### src/rtl/setting_state.sv
// setting_state
// Writer side of the timer's MM:SS BCD setting bus. Raw push-button levels
// are synchronised and edge-detected, then used to move a digit cursor and
// to step the selected digit up or down within its legal BCD range, with
// hold-to-repeat on increment/decrement. A blink strobe lets the display
// highlight the cursor digit.
//
// Ports:
//   clk           system clock
//   reset         asynchronous, active-low reset
//   isSetting     high while the top-level FSM is in setting mode
//   btnSelect     raw level, advances the cursor
//   btnIncrement  raw level, +1 on the cursor digit
//   btnDecrement  raw level, -1 on the cursor digit
//   btnClear      raw level, zeroes all digits
//   setting0      seconds ones, BCD 0-9
//   setting1      seconds tens, BCD 0-5
//   setting2      minutes ones, BCD 0-9
//   setting3      minutes tens, BCD 0-9
//   cursor        index of the selected digit, 0-3
//   blink         blink strobe for the cursor digit
//   isNonZero     high when any setting digit is nonzero
module setting_state #(
    parameter int REPEAT_DELAY = 12500000,
    parameter int REPEAT_RATE  = 5000000,
    parameter int BLINK_CYCLES = 12500000
) (
    input  logic       clk,
    input  logic       reset,
    input  logic       isSetting,
    input  logic       btnSelect,
    input  logic       btnIncrement,
    input  logic       btnDecrement,
    input  logic       btnClear,
    output logic [3:0] setting0,
    output logic [3:0] setting1,
    output logic [3:0] setting2,
    output logic [3:0] setting3,
    output logic [1:0] cursor,
    output logic       blink,
    output logic       isNonZero
);

    localparam int RW = $clog2(REPEAT_DELAY + 1);
    localparam int BW = $clog2(BLINK_CYCLES + 1);

    // Button vector layout: bit0 select, bit1 increment, bit2 decrement, bit3 clear.
    logic [3:0]    rawBtn;
    logic [3:0]    sync0;
    logic [3:0]    sync1;
    logic [3:0]    prevBtn;
    logic [3:0]    pressPulse;

    logic [RW-1:0] repCnt [2];
    logic [1:0]    repeatHit;

    logic          selAct;
    logic          incAct;
    logic          decAct;
    logic          clrAct;

    logic [3:0]    digit [4];
    logic [3:0]    curDigit;
    logic [3:0]    maxDigit;
    logic [3:0]    incVal;
    logic [3:0]    decVal;

    logic [BW-1:0] blinkCnt;

    assign rawBtn     = {btnClear, btnDecrement, btnIncrement, btnSelect};
    assign pressPulse = sync1 & ~prevBtn;

    // Two-flop synchroniser per button followed by a previous-value flop,
    // so a press becomes a single-cycle pulse on the synchronised rising edge.
    always_ff @(posedge clk or negedge reset) begin
        if (!reset) begin
            sync0   <= '0;
            sync1   <= '0;
            prevBtn <= '0;
        end else begin
            sync0   <= rawBtn;
            sync1   <= sync0;
            prevBtn <= sync1;
        end
    end

    // A repeat step fires on the cycle the hold counter would reach
    // REPEAT_DELAY; the press pulse itself is the first step, so a pulse
    // cycle never also produces a repeat step.
    always_comb begin
        repeatHit = '0;
        for (int i = 0; i < 2; i++) begin
            repeatHit[i] = sync1[i+1] & isSetting & ~pressPulse[i+1] &
                           (repCnt[i] == RW'(REPEAT_DELAY - 1));
        end
    end

    // Hold counters for increment (index 0) and decrement (index 1). They
    // restart on a press, run while the synchronised button stays high in
    // setting mode, and reload after each repeat step so that the following
    // steps come every REPEAT_RATE cycles. Release or leaving setting mode
    // clears them so no stale step can be issued.
    always_ff @(posedge clk or negedge reset) begin
        if (!reset) begin
            for (int i = 0; i < 2; i++) begin
                repCnt[i] <= '0;
            end
        end else begin
            for (int i = 0; i < 2; i++) begin
                if (pressPulse[i+1]) begin
                    repCnt[i] <= '0;
                end else if (sync1[i+1] && isSetting) begin
                    if (repCnt[i] == RW'(REPEAT_DELAY - 1)) begin
                        repCnt[i] <= RW'(REPEAT_DELAY - REPEAT_RATE);
                    end else begin
                        repCnt[i] <= repCnt[i] + 1'b1;
                    end
                end else begin
                    repCnt[i] <= '0;
                end
            end
        end
    end

    // Actions only count in setting mode; outside it every button is ignored.
    assign selAct = pressPulse[0] & isSetting;
    assign incAct = (pressPulse[1] | repeatHit[0]) & isSetting;
    assign decAct = (pressPulse[2] | repeatHit[1]) & isSetting;
    assign clrAct = pressPulse[3] & isSetting;

    // Wrapped next values for the cursor digit; the seconds-tens digit
    // only spans 0-5, every other digit spans 0-9.
    always_comb begin
        curDigit = digit[cursor];
        maxDigit = (cursor == 2'd1) ? 4'd5 : 4'd9;
        incVal   = (curDigit == maxDigit) ? 4'd0 : curDigit + 4'd1;
        decVal   = (curDigit == 4'd0) ? maxDigit : curDigit - 4'd1;
    end

    // Digit and cursor registers. Clear beats select, select beats
    // increment/decrement, and simultaneous increment and decrement cancel.
    // Dropped lower-priority actions are simply lost.
    always_ff @(posedge clk or negedge reset) begin
        if (!reset) begin
            for (int i = 0; i < 4; i++) begin
                digit[i] <= 4'd0;
            end
            cursor <= 2'd0;
        end else if (clrAct) begin
            for (int i = 0; i < 4; i++) begin
                digit[i] <= 4'd0;
            end
        end else if (selAct) begin
            cursor <= cursor + 2'd1;
        end else if (incAct && !decAct) begin
            digit[cursor] <= incVal;
        end else if (decAct && !incAct) begin
            digit[cursor] <= decVal;
        end
    end

    // Blink strobe: free-running half-period counter in setting mode, forced
    // on by any edit so the digit being changed is visible at once, and held
    // off outside setting mode.
    always_ff @(posedge clk or negedge reset) begin
        if (!reset) begin
            blinkCnt <= '0;
            blink    <= 1'b0;
        end else if (!isSetting) begin
            blinkCnt <= '0;
            blink    <= 1'b0;
        end else if (selAct || incAct || decAct) begin
            blinkCnt <= '0;
            blink    <= 1'b1;
        end else if (blinkCnt == BW'(BLINK_CYCLES - 1)) begin
            blinkCnt <= '0;
            blink    <= ~blink;
        end else begin
            blinkCnt <= blinkCnt + 1'b1;
        end
    end

    assign setting0  = digit[0];
    assign setting1  = digit[1];
    assign setting2  = digit[2];
    assign setting3  = digit[3];
    assign isNonZero = |{setting3, setting2, setting1, setting0};

endmodule

### config.mk
export PLATFORM = sky130hd
export DESIGN_NAME = setting_state
export DESIGN_NICKNAME = d
export VERILOG_FILES = /design/src/rtl/setting_state.sv
export SDC_FILE = /design/constraint.sdc
export NUM_CORES = 1
export LEC_CHECK = 0
export ABC_AREA = 1
export BUFFER_PORTS_ARGS = -buffer_cell sky130_fd_sc_hd__clkbuf_2
export CAP_MARGIN = 20
export CORE_MARGIN = 5
export CORE_UTILIZATION = 44
export CTS_CLUSTER_SIZE = 28
export DETAILED_ROUTE_END_ITERATION = 7
export GPL_TIMING_DRIVEN = 0
export PLACE_DENSITY = 0.67
export SYNTH_ARGS = -nofsm -noshare
export SYNTH_HDL_FRONTEND = slang
export SYNTH_SLANG_ARGS = --single-unit
export TNS_END_PERCENT = 10
### constraint.sdc
create_clock -name clk -period 3.5 [get_ports clk]
set_clock_uncertainty 0.2 [all_clocks]
set_input_delay 0.35 -clock clk [delete_from_list [all_inputs] [get_ports clk]]
set_output_delay 0.35 -clock clk [all_outputs]
set_load 0.02 [all_outputs]
==> impl_metrics.env, run 1 <==
export IMPL_status="complete, no violations"
export IMPL_r2r_end="setting2[3]"
export IMPL_clkSinkCount=103
export IMPL_cts_tree="yes"
export IMPL_dp_cells=950
export IMPL_clock_latency_ns=0.35
export IMPL_syn_nets=765
export IMPL_antenna_cells=0
export IMPL_row_count=42
export IMPL_cts_max_level=3
export IMPL_port_buffer_count=26
export IMPL_rr_worst_depth=16
export IMPL_yosys_register_bits=103
export IMPL_topRoutingLayerUsed="met4"
export IMPL_drive_gt1_frac=0.130
export IMPL_max_cap_violations=0
export IMPL_drtPass1Iterations=5
export IMPL_die_w_um=125
export IMPL_routedWlPerCell_um=12.3
export IMPL_grt_total_usage=0.160
export IMPL_yosysUniqueCellTypes=39
export IMPL_crit_chain="buf_4 > inv_4 > nand2_1 > nand3_1 > nand2_1 > inv_1 > ha_1 > nand2_1 > inv_1 > nand2_2 > nand3_1 > nand2_1 > nand2_1 > nor2_1 > nand2_1 > nand2_1"
export IMPL_holdWs_ns=0.154
export IMPL_critPathMaxFanout=11
export IMPL_antenna_left=0
export IMPL_worst_setup_path_type="reg -> reg"
export IMPL_grt_pass1_wl_um=21200
export IMPL_dp_hpwl_um=8760
export IMPL_stdcell_count=970
export IMPL_wl_um=12000
export IMPL_async_flop_share=1.00
export IMPL_min_delay_path_depth=0
export IMPL_worst_slew_pin_slew_ns=0.802
export IMPL_yosys_area_top_type="dfrtp_1"
export IMPL_startpoint_type="register"
export IMPL_antenna_found_initial=0
export IMPL_m1WireLength_um=5870
export IMPL_cp_end_kind="register"
export IMPL_hold_class="reg -> reg"
export IMPL_slew_viol_final=0
export IMPL_r2r_start="cursor[0]"
export IMPL_avgSynthCellArea_um2=7.84
export IMPL_p_leak_nw=3.03
export IMPL_wl_met3_um=395
export IMPL_wl_met2_um=5570
export IMPL_hp_start="sync0[3]"
export IMPL_die_area_um2=15700
export IMPL_place_gp_congestion=0.887
export IMPL_fmax_ghz=0.387
export IMPL_stdcell_area_um2=6540
export IMPL_synth_edf_count=0
export IMPL_grt_overflow=0
export IMPL_dieHeight_um=125
export IMPL_worstPathArrival_ns=2.67
export IMPL_hold_end="sync1[3]"
export IMPL_syn_cell_area_um2=5860
export IMPL_finalNetCount=807
export IMPL_via_per_inst=4.92
export IMPL_rsz0062_at_grt="false"
export IMPL_hold_viol=0
export IMPL_pin_count=27
export IMPL_peakVddDrop_mv=0.559
export IMPL_yosysWarnings=0
export IMPL_cts_buffers=9
export IMPL_grt_max_degree=104
export IMPL_totalNegativeSetupSlack_ns=0
export IMPL_synth_top_cell_area_share=0.440
export IMPL_slowest_delay_ns=0.44
export IMPL_place_area_um2=6220
export IMPL_reg2reg_slack_ns=0.92
export IMPL_synth_area_leaders="dfrtp_1 (44%), nand2_1 (11%), nor2_1 (6.3%), nand3_1 (5.5%), inv_1 (5.4%)"
export IMPL_areaGrowthSynthToFinish_pct=11.5
export IMPL_required_ns=3.58
export IMPL_core_um2=13100
export IMPL_setup_viol=0
export IMPL_post_route_util=0.498
export IMPL_finalCritPeriodShare=0.738
export IMPL_cp_common_cell="nand2_1"
export IMPL_syn_instance_count=748
export IMPL_netlist_top_cells_count="nand2_1 (176), dfrtp_1 (103), nor2_1 (99)"
export IMPL_cts_max_path_buffers=2
export IMPL_drc_errors=0
export IMPL_slew_headroom=0.466
export IMPL_start_util=0.446
export IMPL_grt_pass1_vias=4524
export IMPL_drt_iter0_drc=300
export IMPL_dr_total_vias=4770
export IMPL_yosysMostFrequentCell="nand2_1"
export IMPL_synthFlopType="dfrtp_1"
export IMPL_min_period_ns=2.58
export IMPL_clockRootBuffer="clkbuf_16"
export IMPL_ys_seq_area_frac=0.440
export IMPL_cpMaxStageDelayCell="dfrtp_1"
export IMPL_power_density_nw_per_um2=561
export IMPL_path_clk_slew_ns=0.07
==> where the power goes <==
group          leakage (nW)  internal (mW)  switching, mW
Combinational          1.52          0.438          0.894
Sequential             1.39           1.29          0.133
Clock                 0.121          0.478          0.435
==> registers in the layout, summed over array words and instances (netlist names) <==
signal and flops:
blink 1, setting2 4, setting0 4, setting3 4, prevBtn 4, cursor 2
sync1 4, setting1 4, repCnt 48, blinkCnt 24, sync0 4
==> worst max-delay path by stage <==
| stage | startpoint | to | slack (ns) | cells after the start |
|---|---|---|---|---|
| floorplan | cursor[0] | setting2[2] | 1.27 | 14 |
| global placement | reset | setting1[3] | 0.47 | 1 |
| detailed placement | cursor[1] | setting1[2] | 0.99 | 12 |
| CTS | cursor[0] | setting1[2] | 0.96 | 14 |
| global route | cursor[0] | setting2[0] | 0.68 | 14 |
| finish | cursor[0] | setting2[3] | 0.92 | 16 |
==> metrics by stage <==
| stage | setup slack [ns] | power [mW] |
|---|---|---|
| finish | 0.917 | 3.67 |
| global placement | 0.469 | 2.75 |
| detailed placement | 0.990 | 2.76 |
| global route | 0.676 | 3.94 |
| CTS | 0.959 | 3.69 |
| floorplan | 1.27 | 2.38 |
==> cell type report <==
type                       instances  area (um2)
fill                            1300        6600
multi-input combinational        540        2870
sequential                       103        2580
inverter                         100         380
clock buffer                      10         229
tap                              176         220
timing repair buffer              31         189
buffer                             5        38.8
clock inverter                     5        36.3
==> layout by cell type (no fill, tap or decap), types with 6 or more instances in the layout <==
| cell | count |
|---|---|
| nand4_1 | 19 |
| ha_1 | 10 |
| o21ai_0 | 22 |
| inv_2 | 10 |
| nand3_1 | 65 |
| nor3_1 | 17 |
| a21oi_1 | 31 |
| clkbuf_2 | 25 |
| nand3_4 | 6 |
| nor2_1 | 99 |
| dfrtp_1 | 103 |
| nor2_4 | 11 |
| nor2_2 | 6 |
| xor2_1 | 23 |
| nor4_1 | 10 |
| inv_1 | 85 |
| clkbuf_16 | 9 |
| nand2_2 | 12 |
| nand2_1 | 176 |
==> kinds of logic (layout without fill, tap and decap cells) <==
| group | Yosys count | after routing | synth area share |
|---|---|---|---|
| flip-flops | 103 | 103 | 0.440 |
| buffers and inverters | 105 | 151 | 0.0715 |
| AND/OR/NAND/NOR | 436 | 436 | 0.362 |
| AO/OA/AOI/OAI | 68 | 68 | 0.0666 |
| adder cells (fa/ha/maj) | 10 | 10 | 0.0213 |
| XOR/XNOR | 26 | 26 | 0.0388 |
==> repair_timing <==
action                                  4_1_cts  5_1_grt
hold buffers                                  5        0
endpoints found under the setup margin        0        0
buffers inserted                              0        0
endpoints found under the hold margin       107        0
resized for setup                             0        0
==> critical path, delay by kind of cell (launching register included) <==
family                     cells  cell delay [ns]
and+or+nand+nor               11             1.21
buffers and inverters          4             0.47
DFF                            1             0.44
adders and majority gates      1             0.19
==> routing by layer <==
metal	vias to the layer above	global-route usage
met2	80	0.255
li1	2492	-
met4	0	0.0472
met1	2188	0.222
met5	-	0
met3	10	0.0303
No activity file was read; power rests on OpenSTA's default activity.
==> run 2: changes to the inputs <==
--- a/config.mk
+++ b/config.mk
@@ -5,7 +5,7 @@
 export SDC_FILE = /design/constraint.sdc
 export NUM_CORES = 1
 export LEC_CHECK = 0
-export ABC_AREA = 1
+export ABC_AREA = 0
 export BUFFER_PORTS_ARGS = -buffer_cell sky130_fd_sc_hd__clkbuf_2
 export CAP_MARGIN = 20
 export CORE_MARGIN = 5
@@ -13,7 +13,7 @@
 export CTS_CLUSTER_SIZE = 28
 export DETAILED_ROUTE_END_ITERATION = 7
 export GPL_TIMING_DRIVEN = 0
-export PLACE_DENSITY = 0.67
+export PLACE_DENSITY = 0.7
 export SYNTH_ARGS = -nofsm -noshare
 export SYNTH_HDL_FRONTEND = slang
 export SYNTH_SLANG_ARGS = --single-unit
==> constraint.sdc (replaced) <==
create_clock -name clk -period 2.3 [get_ports clk]
set_clock_uncertainty 0.2 [all_clocks]
set_input_delay 0.23 -clock clk [delete_from_list [all_inputs] [get_ports clk]]
set_output_delay 0.23 -clock clk [all_outputs]
set_load 0.02 [all_outputs]
==> impl_metrics.env, run 2 <==
export IMPL_status="finished with violations"
export IMPL_violations="setup timing"
export IMPL_cts_tree="yes"
export IMPL_power_mw=5.76
export IMPL_place_gp_congestion=0.820
export IMPL_die_area_um2=13900
export IMPL_pre_cts_ws_ns=-0.442
export IMPL_place_area_um2=5490
export IMPL_r2r_start="cursor[0]"
export IMPL_required_ns=2.31
export IMPL_r2r_end="setting3[0]"
export IMPL_final_cell_mix="dfrtp_1 (98), nor2_1 (81), nand2_1 (43), xor2_1 (42), nand3_1 (32)"
export IMPL_reg_top3="repCnt: 48 flops, blinkCnt: 24 flops"
export IMPL_routedWlPerCell_um=14.6
export IMPL_grt_pass1_vias=3667
export IMPL_grt_pass1_wl_um=17500
export IMPL_largest_reg_flops=48
export IMPL_yosysMostFrequentCell="dfrtp_1"
export IMPL_drive_gt1_frac=0.232
export IMPL_swShare=0.363
export IMPL_synth_top_cell_area_share=0.502
export IMPL_wl_um=10400
export IMPL_drt_iter0_drc=257
export IMPL_areaGrowthSynthToFinish_pct=20.2
export IMPL_slew_headroom=0.409
export IMPL_min_period_ns=2.48
export IMPL_min_delay_path_depth=3
export IMPL_critPathMaxFanout=5
export IMPL_ys_seq_area_frac=0.502
export IMPL_hold_class="in -> reg"
export IMPL_p_leak_nw=2.52
export IMPL_clock_latency_ns=0.35
export IMPL_antenna_left=0
export IMPL_grt_overflow=0
export IMPL_cts_max_level=3
export IMPL_power_density_nw_per_um2=932
export IMPL_met1_usage=0.200
export IMPL_fill_cells=995
export IMPL_drtPass1Iterations=4
export IMPL_yosysWarnings=0
export IMPL_power_switching_mw=2.09
export IMPL_grt_use_met3=0.0457
export IMPL_antenna_cells=0
export IMPL_hold_end="blinkCnt[4]"
export IMPL_pin_count=27
export IMPL_slew_viol_final=0
export IMPL_port_buffer_count=25
export IMPL_synth_area_leaders="dfrtp_1 (50%), xor2_1 (7.2%), nor2_1 (6.1%), xnor2_1 (4.6%), nand2_1 (3.4%)"
export IMPL_rr_worst_depth=10
export IMPL_startpoint_type="register"
export IMPL_antenna_found_initial=0
export IMPL_hp_start="isSetting"
export IMPL_yosysUniqueCellTypes=54
export IMPL_hold_viol=0
export IMPL_synthFlopType="dfrtp_1"
export IMPL_avgSynthCellArea_um2=10.1
export IMPL_setup_viol=16
export IMPL_clkSinkCount=103
export IMPL_cts_max_path_buffers=2
export IMPL_rsz0062_at_grt="true"
export IMPL_start_util=0.450
export IMPL_syn_instance_count=507
export IMPL_setup_ws_ns=-0.184
export IMPL_dieHeight_um=118
export IMPL_finalNetCount=580
export IMPL_path_clk_slew_ns=0.07
export IMPL_worst_setup_path_type="reg -> reg"
export IMPL_p_seq_frac=0.379
export IMPL_busiest_layer="met2"
export IMPL_row_count=39
export IMPL_syn_cell_area_um2=5140
export IMPL_final_common_cell="dfrtp_1"
export IMPL_stdcell_area_um2=6170
export IMPL_drc_errors=0
export IMPL_p_comb_frac=0.370
export IMPL_fmax_ghz=0.403
export IMPL_worst_slew_pin_slew_ns=0.887
export IMPL_core_um2=11400
export IMPL_gr_usage_met2=0.237
export IMPL_synth_edf_count=0
export IMPL_regMostFlops="repCnt"
export IMPL_peakVddDrop_mv=0.770
export IMPL_finalCritPeriodShare=1.08
export IMPL_worstPathArrival_ns=2.49
export IMPL_grt_total_usage=0.150
export IMPL_dr_total_vias=3740
export IMPL_yosys_area_top_type="dfrtp_1"
export IMPL_grt_max_degree=67
export IMPL_clkPwrFrac=0.251
export IMPL_netlist_top_cells_count="dfrtp_1 (103), nor2_1 (83), nand2_1 (46)"
export IMPL_yosys_register_bits=103
export IMPL_syn_nets=524
export IMPL_cp_end_kind="register"
export IMPL_reg2reg_slack_ns=-0.18
export IMPL_p_int_mw=3.67
export IMPL_die_w_um=118
export IMPL_clockRootBuffer="clkbuf_16"
export IMPL_via_per_inst=5.26
export IMPL_cts_buffers=9
export IMPL_max_cap_violations=0
export IMPL_dp_hpwl_um=7010
export IMPL_async_flop_share=1.00
==> run 2: area by class of cell <==
cell class | instances | area, um2 | area share
Clock inverter | 6 | 43.8 | 0.00709
Tap cell | 143 | 179 | 0.0290
Sequential cell | 103 | 2580 | 0.418
Inverter | 13 | 51.3 | 0.00831
Multi-Input combinational cell | 379 | 2650 | 0.430
Timing Repair Buffer | 46 | 335 | 0.0543
Buffer | 11 | 88.8 | 0.0144
Clock buffer | 10 | 239 | 0.0387
==> run 2: what timing repair did <==
action,4_1_cts,5_1_grt
endpoints found under the hold margin,70,0
resized for setup,22,31
hold buffers,6,0
setup endpoints to repair,62,63
gates cloned,0,1
setup buffers,9,4
pin swaps,9,15
==> run 2: critical path, stage by stage (launching register included) <==
cell     delay [ns]
dfrtp_2        0.44
mux4_2         0.58
inv_4          0.11
ha_4           0.17
nand2_4        0.06
nor3b_4        0.23
a31oi_4        0.07
nor3_2         0.21
o22ai_2        0.13
nand2_1        0.11
a21oi_2        0.05
==> run 2: per-layer routing <==
| layer | share of wire | up-vias |
|---|---|---|
| met3 | 0.037 | 12 |
| met1 | 0.45 | 1821 |
| met4 | 0.011 | 0 |
| met2 | 0.50 | 70 |
| li1 | - | 1837 |
| met5 | 0 | - |
==> run 2: kinds of logic after synthesis <==
logic type | Yosys count | synth area share
flops | 103 | 0.502
compound gates | 57 | 0.0726
fa+ha+maj | 10 | 0.0243
buf+inv | 25 | 0.0224
simple gates | 235 | 0.234
mux | 7 | 0.0248
xor+xnor | 70 | 0.121
==> run 2: worst max-delay path by stage <==
| stage | startpoint | endpoint | slack [ns] | cells past startpoint |
|---|---|---|---|---|
| finish | cursor[0] | setting3[0] | -0.18 | 10 |
| global route | cursor[0] | setting3[0] | -0.26 | 10 |
| CTS | cursor[0] | setting2[0] | -0.21 | 11 |
| detailed placement | cursor[0] | setting3[3] | -0.44 | 9 |
| global placement | reset | cursor[0] | -0.68 | 1 |
| floorplan | cursor[0] | setting0[0] | -0.21 | 11 |
==> run 2: power groups by stage <==
stage | sequential [mW] | clock (mW) | combinational [mW]
finish | 2.18 | 1.45 | 2.13
global route | 2.21 | 1.56 | 2.31
CTS | 2.17 | 1.48 | 1.94
detailed placement | 2.21 | 0 | 1.69
global placement | 2.20 | 0 | 1.64
floorplan | 2.32 | 0 | 1.07
==> run 2: stage by stage <==
stage | hold slack, ns | TNS [ns] | utilization | instances
2_1_floorplan | -0.266 | -2.58 | - | 507
3_3_place_gp | 0.134 | -59.29 | 0.479 | 675
3_5_place_dp | 0.135 | -12.08 | 0.481 | 676
4_1_cts | 0.0605 | -3.04 | 0.525 | 707
5_1_grt | 0.0731 | -4.28 | 0.541 | 711
6_report | 0.0661 | -2.18 | 0.541 | 711
